## config.mk

```make
export PLATFORM = sky130hd
export DESIGN_NAME = instr_issuer_flat
export DESIGN_NICKNAME = d
export VERILOG_FILES = /design/src/rtl/instr_issuer_if.sv /design/src/rtl/instr_issuer.sv /design/src/flat_wrapper.sv
export SDC_FILE = /design/constraint.sdc
export NUM_CORES = 1
export LEC_CHECK = 0
export ABC_AREA = 1
export BUFFER_PORTS_ARGS = -buffer_cell sky130_fd_sc_hd__buf_4
export CAP_MARGIN = 20
export CORE_MARGIN = 2
export CORE_UTILIZATION = 55
export CTS_BUF_LIST = sky130_fd_sc_hd__clkbuf_16
export DETAILED_ROUTE_END_ITERATION = 8
export GPL_ROUTABILITY_DRIVEN = 0
export PLACE_DENSITY = 0.74
export SYNTH_ARGS = -nofsm -noshare
export SYNTH_HDL_FRONTEND = slang
export SYNTH_SLANG_ARGS = --single-unit
export TNS_END_PERCENT = 100
```

## constraint.sdc

```tcl
create_clock -name clk -period 5.5 [get_ports clk]
set_clock_uncertainty 0.1 [all_clocks]
set_input_delay 1.1 -clock clk [delete_from_list [all_inputs] [get_ports clk]]
set_output_delay 1.1 -clock clk [all_outputs]
set_load 0.02 [all_outputs]
```

## src/rtl/instr_issuer_if.sv

```systemverilog
// Instruction-path bundle between the host-side bus/issuer and the video processor.
// Carries the CPU-side push handshake (in_*), the processor busy flag and the strobe outputs.
// master: host/bus side that pushes words and watches the strobe; slave: the issuer.
interface instr_issuer_if;
    logic        in_valid;
    logic [31:0] in_dataA;
    logic [31:0] in_dataB;
    logic        in_ready;
    logic        printtingScreen;
    logic [31:0] out_dataA;
    logic [31:0] out_dataB;
    logic        out_clk_en;

    modport master (
        output in_valid, in_dataA, in_dataB, printtingScreen,
        input  in_ready, out_dataA, out_dataB, out_clk_en
    );

    modport slave (
        input  in_valid, in_dataA, in_dataB, printtingScreen,
        output in_ready, out_dataA, out_dataB, out_clk_en
    );
endinterface

```

## src/rtl/instr_issuer.sv

```systemverilog
// Queues CPU instruction words in a DEPTH-entry FIFO and issues them as one-cycle clk_en strobes.
// Latency: word accepted at edge N strobes from edge N+1 to N+2 when idle; pulses spaced GAP_CYCLES+2.
// Backpressure: in_ready drops when the FIFO is full; issue stalls while printtingScreen (synchronized) is high.
// Ports: clk, reset (sync, active-high); io (instr_issuer_if.slave); fifo_count, busy; issued_count, stall_count.
// Optional statistics counters enabled by defining ISSUER_STATS_EN; otherwise both counters read 0.
module instr_issuer #(
    parameter int DEPTH      = 8,
    parameter int GAP_CYCLES = 4,
    parameter int CNT_W      = 16
) (
    input  logic                   clk,
    input  logic                   reset,
    instr_issuer_if.slave          io,
    output logic [$clog2(DEPTH):0] fifo_count,
    output logic                   busy,
    output logic [CNT_W-1:0]       issued_count,
    output logic [CNT_W-1:0]       stall_count
);
    localparam int AW = $clog2(DEPTH);
    localparam int GW = (GAP_CYCLES > 1) ? $clog2(GAP_CYCLES) : 1;
    localparam logic [AW:0]   FULL_CNT = (AW+1)'(DEPTH);
    // HOLD counts down from GAP_CYCLES-1 to 0, so it lasts exactly GAP_CYCLES cycles.
    localparam logic [GW-1:0] GAP_LOAD = (GAP_CYCLES > 0) ? GW'(GAP_CYCLES - 1) : '0;

    typedef enum logic [1:0] {IDLE, ISSUE, HOLD} state_t;

    state_t         state_q, state_d;
    logic [GW-1:0]  gap_cnt_q, gap_cnt_d;
    logic [63:0]    mem_q [DEPTH];
    logic [63:0]    mem_d [DEPTH];
    logic [AW-1:0]  wr_ptr_q, wr_ptr_d;
    logic [AW-1:0]  rd_ptr_q, rd_ptr_d;
    logic [AW:0]    count_q, count_d;
    logic [31:0]    out_dataA_q, out_dataA_d;
    logic [31:0]    out_dataB_q, out_dataB_d;
    logic           out_clk_en_q, out_clk_en_d;
    logic           scr_s1_q, scr_busy_q;
    logic           in_ready, push, pop;

    assign in_ready      = (count_q != FULL_CNT);
    assign io.in_ready   = in_ready;
    assign io.out_dataA  = out_dataA_q;
    assign io.out_dataB  = out_dataB_q;
    assign io.out_clk_en = out_clk_en_q;
    assign fifo_count    = count_q;
    assign busy          = (state_q != IDLE) || (count_q != '0);

    // Issue control. The head word is registered straight into the output
    // flops on the popping edge so data and strobe rise together.
    always_comb begin
        state_d      = state_q;
        gap_cnt_d    = gap_cnt_q;
        out_dataA_d  = out_dataA_q;
        out_dataB_d  = out_dataB_q;
        out_clk_en_d = 1'b0;
        pop          = 1'b0;
        case (state_q)
            IDLE: begin
                if ((count_q != '0) && !scr_busy_q) begin
                    pop          = 1'b1;
                    out_dataA_d  = mem_q[rd_ptr_q][63:32];
                    out_dataB_d  = mem_q[rd_ptr_q][31:0];
                    out_clk_en_d = 1'b1;
                    state_d      = ISSUE;
                end
            end
            ISSUE: begin
                if (GAP_CYCLES > 0) begin
                    state_d   = HOLD;
                    gap_cnt_d = GAP_LOAD;
                end else begin
                    state_d = IDLE;
                end
            end
            HOLD: begin
                if (gap_cnt_q == '0) begin
                    state_d = IDLE;
                end else begin
                    gap_cnt_d = gap_cnt_q - 1'b1;
                end
            end
            default: state_d = IDLE;
        endcase
    end

    // FIFO bookkeeping. A full FIFO refuses the push even when a pop happens
    // in the same cycle, because in_ready is derived from the registered count.
    always_comb begin
        push     = io.in_valid && in_ready;
        mem_d    = mem_q;
        wr_ptr_d = wr_ptr_q;
        rd_ptr_d = rd_ptr_q;
        count_d  = count_q;
        if (push) begin
            mem_d[wr_ptr_q] = {io.in_dataA, io.in_dataB};
            wr_ptr_d        = wr_ptr_q + 1'b1;
        end
        if (pop) begin
            rd_ptr_d = rd_ptr_q + 1'b1;
        end
        case ({push, pop})
            2'b10:   count_d = count_q + 1'b1;
            2'b01:   count_d = count_q - 1'b1;
            default: count_d = count_q;
        endcase
    end

    always_ff @(posedge clk) begin
        if (reset) begin
            state_q      <= IDLE;
            gap_cnt_q    <= '0;
            wr_ptr_q     <= '0;
            rd_ptr_q     <= '0;
            count_q      <= '0;
            out_dataA_q  <= '0;
            out_dataB_q  <= '0;
            out_clk_en_q <= 1'b0;
            scr_s1_q     <= 1'b0;
            scr_busy_q   <= 1'b0;
        end else begin
            state_q      <= state_d;
            gap_cnt_q    <= gap_cnt_d;
            wr_ptr_q     <= wr_ptr_d;
            rd_ptr_q     <= rd_ptr_d;
            count_q      <= count_d;
            out_dataA_q  <= out_dataA_d;
            out_dataB_q  <= out_dataB_d;
            out_clk_en_q <= out_clk_en_d;
            // printtingScreen comes from another domain: two-flop synchronizer.
            scr_s1_q     <= io.printtingScreen;
            scr_busy_q   <= scr_s1_q;
        end
    end

    // Storage needs no reset: entries are only visible through the pointers.
    always_ff @(posedge clk) begin
        mem_q <= mem_d;
    end

`ifdef ISSUER_STATS_EN
    logic [CNT_W-1:0] issued_q, issued_d;
    logic [CNT_W-1:0] stall_q, stall_d;

    always_comb begin
        issued_d = issued_q;
        stall_d  = stall_q;
        if (out_clk_en_q) begin
            issued_d = issued_q + 1'b1;
        end
        if ((state_q == IDLE) && (count_q != '0) && scr_busy_q) begin
            stall_d = stall_q + 1'b1;
        end
    end

    always_ff @(posedge clk) begin
        if (reset) begin
            issued_q <= '0;
            stall_q  <= '0;
        end else begin
            issued_q <= issued_d;
            stall_q  <= stall_d;
        end
    end

    assign issued_count = issued_q;
    assign stall_count  = stall_q;
`else
    assign issued_count = '0;
    assign stall_count  = '0;
`endif
endmodule

```

## src/flat_wrapper.sv

```systemverilog
// flat-port wrapper written by rule: the top's interface ports become plain ports
module instr_issuer_flat 
#(
    parameter int DEPTH      = 8,
    parameter int GAP_CYCLES = 4,
    parameter int CNT_W      = 16
)
  (clk, reset, fifo_count, busy, issued_count, stall_count, io_in_valid, io_in_dataA, io_in_dataB, io_printtingScreen, io_in_ready, io_out_dataA, io_out_dataB, io_out_clk_en);
  instr_issuer_if io_i ();
  input  logic clk;
  input  logic reset;
  output logic [$clog2(DEPTH):0] fifo_count;
  output logic busy;
  output logic [CNT_W-1:0] issued_count;
  output logic [CNT_W-1:0] stall_count;
  input wire logic [$bits(io_i.in_valid)-1:0] io_in_valid;
  input wire logic [$bits(io_i.in_dataA)-1:0] io_in_dataA;
  input wire logic [$bits(io_i.in_dataB)-1:0] io_in_dataB;
  input wire logic [$bits(io_i.printtingScreen)-1:0] io_printtingScreen;
  output wire logic [$bits(io_i.in_ready)-1:0] io_in_ready;
  output wire logic [$bits(io_i.out_dataA)-1:0] io_out_dataA;
  output wire logic [$bits(io_i.out_dataB)-1:0] io_out_dataB;
  output wire logic [$bits(io_i.out_clk_en)-1:0] io_out_clk_en;
  assign io_i.in_valid = io_in_valid;
  assign io_i.in_dataA = io_in_dataA;
  assign io_i.in_dataB = io_in_dataB;
  assign io_i.printtingScreen = io_printtingScreen;
  assign io_in_ready = io_i.in_ready;
  assign io_out_dataA = io_i.out_dataA;
  assign io_out_dataB = io_i.out_dataB;
  assign io_out_clk_en = io_i.out_clk_en;
  instr_issuer #(.DEPTH(DEPTH), .GAP_CYCLES(GAP_CYCLES), .CNT_W(CNT_W)) u_core (.clk(clk), .reset(reset), .io(io_i), .fifo_count(fifo_count), .busy(busy), .issued_count(issued_count), .stall_count(stall_count));
endmodule
```

==> results by group <==
Timing
  • Peak Freq: ~330 MHz
  • Final setup fails: 0
  • RSZ-0062 raised after global routing: no
  • Period utilization: a little under three fifths
  • Actual slew at the worst max-slew pin: a little over 1000 ps
  • Final setup margin: roughly 2400 ps
  • Hold Fails Final Rpt: 0
  • Min Tclk post-route: approximately 3000 ps
  • Fin Setup TNS: 0 ps
  • Relative slew slack: between 30% and 40%
  • Final Slew Violations: 0

Detailed routing
  • Detail Route Antenna Nets: 0
  • Routed WL: around 49000 µm
  • Routed vias: 14522
  • Vias/cell: 5.539
  • Initial drt markers: 1290
  • DR pass1 iterations: 5
  • DRC viols: 0
  • Routed WL per cell: about 19 µm

Yosys
  • Mapped cell area: roughly 24000 µm²
  • Ys flop type: edfxtp_1
  • Seq cells post-synth: 593
  • Post-Synthesis Cells: ~1900
  • Synth area leaders: edfxtp_1 65%, dfxtp_1 6.9%, nor2_1 4.7%, o211ai_1 3.8%, nand2_1 3.1%
  • Synthesized area per cell: approximately 12 µm²
  • Post-synth EDFFs: slightly above 500
  • Yosys top cell area share: approximately two thirds
  • Register area share after synthesis: 72.03%
  • Asr flop ratio synth: 0%
  • Synth Warn #: 0
  • Largest area contributor in the synthesized netlist: edfxtp_1
  • Distinct cells, synth: 31

Floorplan
  • Die width: roughly 210 µm
  • I/O Pins: 171
  • Row count: 75
  • Total die area: roughly 45000 µm²
  • Die H: 211.1 µm
  • Core area: between 40000 and 50000 µm²
  • Starting density of the core: between 50 and 60%

Clock network
  • Clock sink count: 593
  • Setup bufs post-CTS: 0
  • Worst-path clk slew: 60 ps
  • CTS-repair resized insts: 0
  • CTS tree: built
  • Hold-fix buffers, CTS: 0
  • Num CTS Buffers: 58
  • Clk Latency, worst-skew pair: slightly above 600 ps
  • Clock Path Buffers: 3
  • CTS H-tree depth: 2
  • Clock Root Buffer: clkbuf_16

Worst setup path
  • Most frequent CP cell: nor2_1
  • Cell family with most CP delay: buffers and inverters
  • Worst reg2reg path startpoint: u_core.rd_ptr_q[0]
  • Kind of critical path: register to register
  • WP buf/inv: 2
  • CP cell instances: inv_4 -> buf_4 -> nor2_1 -> nor2_1 -> o21ai_0 -> nand3_1 -> nand2_1 -> a21oi_1
  • WP data arrival: roughly 3500 ps
  • Crit path required time: 5940 ps
  • Worst R2R Setup Slack: 2440 ps
  • Crit-path slowest cell: inv_4
  • CP startpoint kind: register
  • Critical Path Fanout Max: 82
  • Worst stage delay on the critical path: 810 ps
  • Worst r2r path cells: 8
  • Critical path origin: u_core.rd_ptr_q[0]
  • Capture point of the worst reg-to-reg path: u_core.io.out_dataB[24]
  • Critical path endpoint category: register

Place
  • HPWL after detailed placement: 26660 µm
  • DP Area: 24670 µm²
  • PortBufs: about 140
  • Pre-CTS WS: around 2200 ps

GRT
  • Initial antenna violation count: 1
  • Number of global-route vias before repair: 13878
  • Tot GR Track Use: 22.13%
  • Global-route wire length before repair: about 76000 µm
  • Largest net degree at the start of global routing: 212
  • GRT overflow: 0

Flow run
  • Max-cap violations: 0

Final layout
  • ANT cells: 0
  • FILL cells: 3036
  • Post-Layout Inst Area: between 20000 and 30000 µm²
  • NumNets Final: ~2100
  • Share of layout cells above drive strength 1: 13.35%
  • Area delta synth->final: 13.11%

Status
  • Outcome: completed

Min path
  • HP Class: register to register
  • HP Start: u_core.scr_s1_q
  • Hold Path Cell Cnt: 2
  • Worst Hold End: u_core.scr_busy_q

Power and ir drop
  • Worst vdd ir: about 0.39 mV
  • PwrDens: ~500 nW/µm²
  • Power Total: around 14 mW
  • LEAKAGE: 9.762 nW
## synth_stat cells (2+ instances only)
library cell	number
nand3_1	134
ha_1	6
inv_1	142
clkbuf_2	10
buf_1	7
buf_6	25
inv_2	3
a21oi_1	62
nand2_1	197
nor2_1	293
o211ai_1	119
a21oi_2	11
xnor2_1	2
o21ai_0	93
edfxtp_1	512
buf_2	42
dfxtp_1	81
nor2_2	2
o21ai_1	119
buf_4	48
clkbuf_1	21
## cell usage in the layout (no fill, tap or decap), drive strengths merged
cell type / count
xnor2: 2
clkinv: 30
nand3b: 1
o21ai: 212
nand2: 198
inv: 154
clkbuf: 59
conb: 32
edfxtp: 512
bufinv: 10
clkinvlp: 2
a21oi: 73
ha: 6
o211ai: 119
buf: 157
xor2: 1
or2: 1
dfxtp: 81
nand3: 135
nor3b: 1
nor2: 295
nor3: 1
and3: 1
## kinds of logic (layout without fill, tap and decap cells)
group	after synthesis	after routing	synth area share, %
compound gates	404	404	10.01
simple gates	633	633	10.92
buf+inv	299	412	6.602
fa+ha+maj	6	6	0.3181
xor+xnor	3	3	0.1114
other cells	1	32	0.01589
flops	593	593	72.03
## state kept, by name, indices dropped and copies added (netlist names)
| register | count |
|---|---|
| u_core.io.out_dataA | 32 |
| u_core.rd_ptr_q | 3 |
| u_core.io.out_dataB | 32 |
| u_core.wr_ptr_q | 3 |
| u_core.gap_cnt_q | 2 |
| u_core.mem_q | 512 |
| u_core.scr_busy_q | 1 |
| u_core.state_q | 2 |
| u_core.fifo_count | 4 |
| u_core.io.out_clk_en | 1 |
| u_core.scr_s1_q | 1 |
## power by group
part	total [mW]	switching, mW	internal [mW]
clock network	4.08	1.66	2.42
registers	5.58	0.279	5.31
logic	3.88	2.61	1.27
## per-stage QoR
stage / instances / hold WS, ps / utilization [%]
2_1_floorplan: 1970 / 288.3 / -
3_3_place_gp: 2512 / 303.3 / 58.54
3_5_place_dp: 2512 / 300.3 / 58.54
4_1_cts: 2621 / 310.9 / 63.28
5_1_grt: 2622 / 341.3 / 63.34
6_report: 2622 / 307.3 / 63.34
## worst register-to-register path: cells and delay by family (launching register included)
family,cells,cell delay (ps)
DFF,1,600
buffers and inverters,2,1570
and+or+nand+nor,4,490
AOI/OAI and AO/OA,2,240
## per-layer routing
layer  global-route usage, %  part of all wire (%)
met5                       0                 0.026
met1                   30.23                    43
met2                   36.07                    49
met4                   7.504                   2.6
met3                   4.103                   6.1
## cell type report
class                   count  area [µm²]  area share (%)
clock buffers              59        1476           5.532
clock inverters            50       518.0           1.941
inverters                 146       561.8           2.105
multi-input cells        1078        5219           19.55
flip-flops and latches    593       17000           63.71
well taps                 539       674.4           2.527
repair buffers            157        1236           4.632
## how the worst max path moves through the flow
stage	endpoint	slack, ps	depth (start not counted)
2_1_floorplan	u_core.mem_q[0]	820	4
3_3_place_gp	u_core.mem_q[302]	2200	6
3_5_place_dp	u_core.mem_q[302]	2190	6
4_1_cts	u_core.io.out_dataB[24]	2480	8
5_1_grt	u_core.io.out_dataB[24]	2250	8
6_report	u_core.io.out_dataB[24]	2440	8
(Power assumes the default switching activity.)
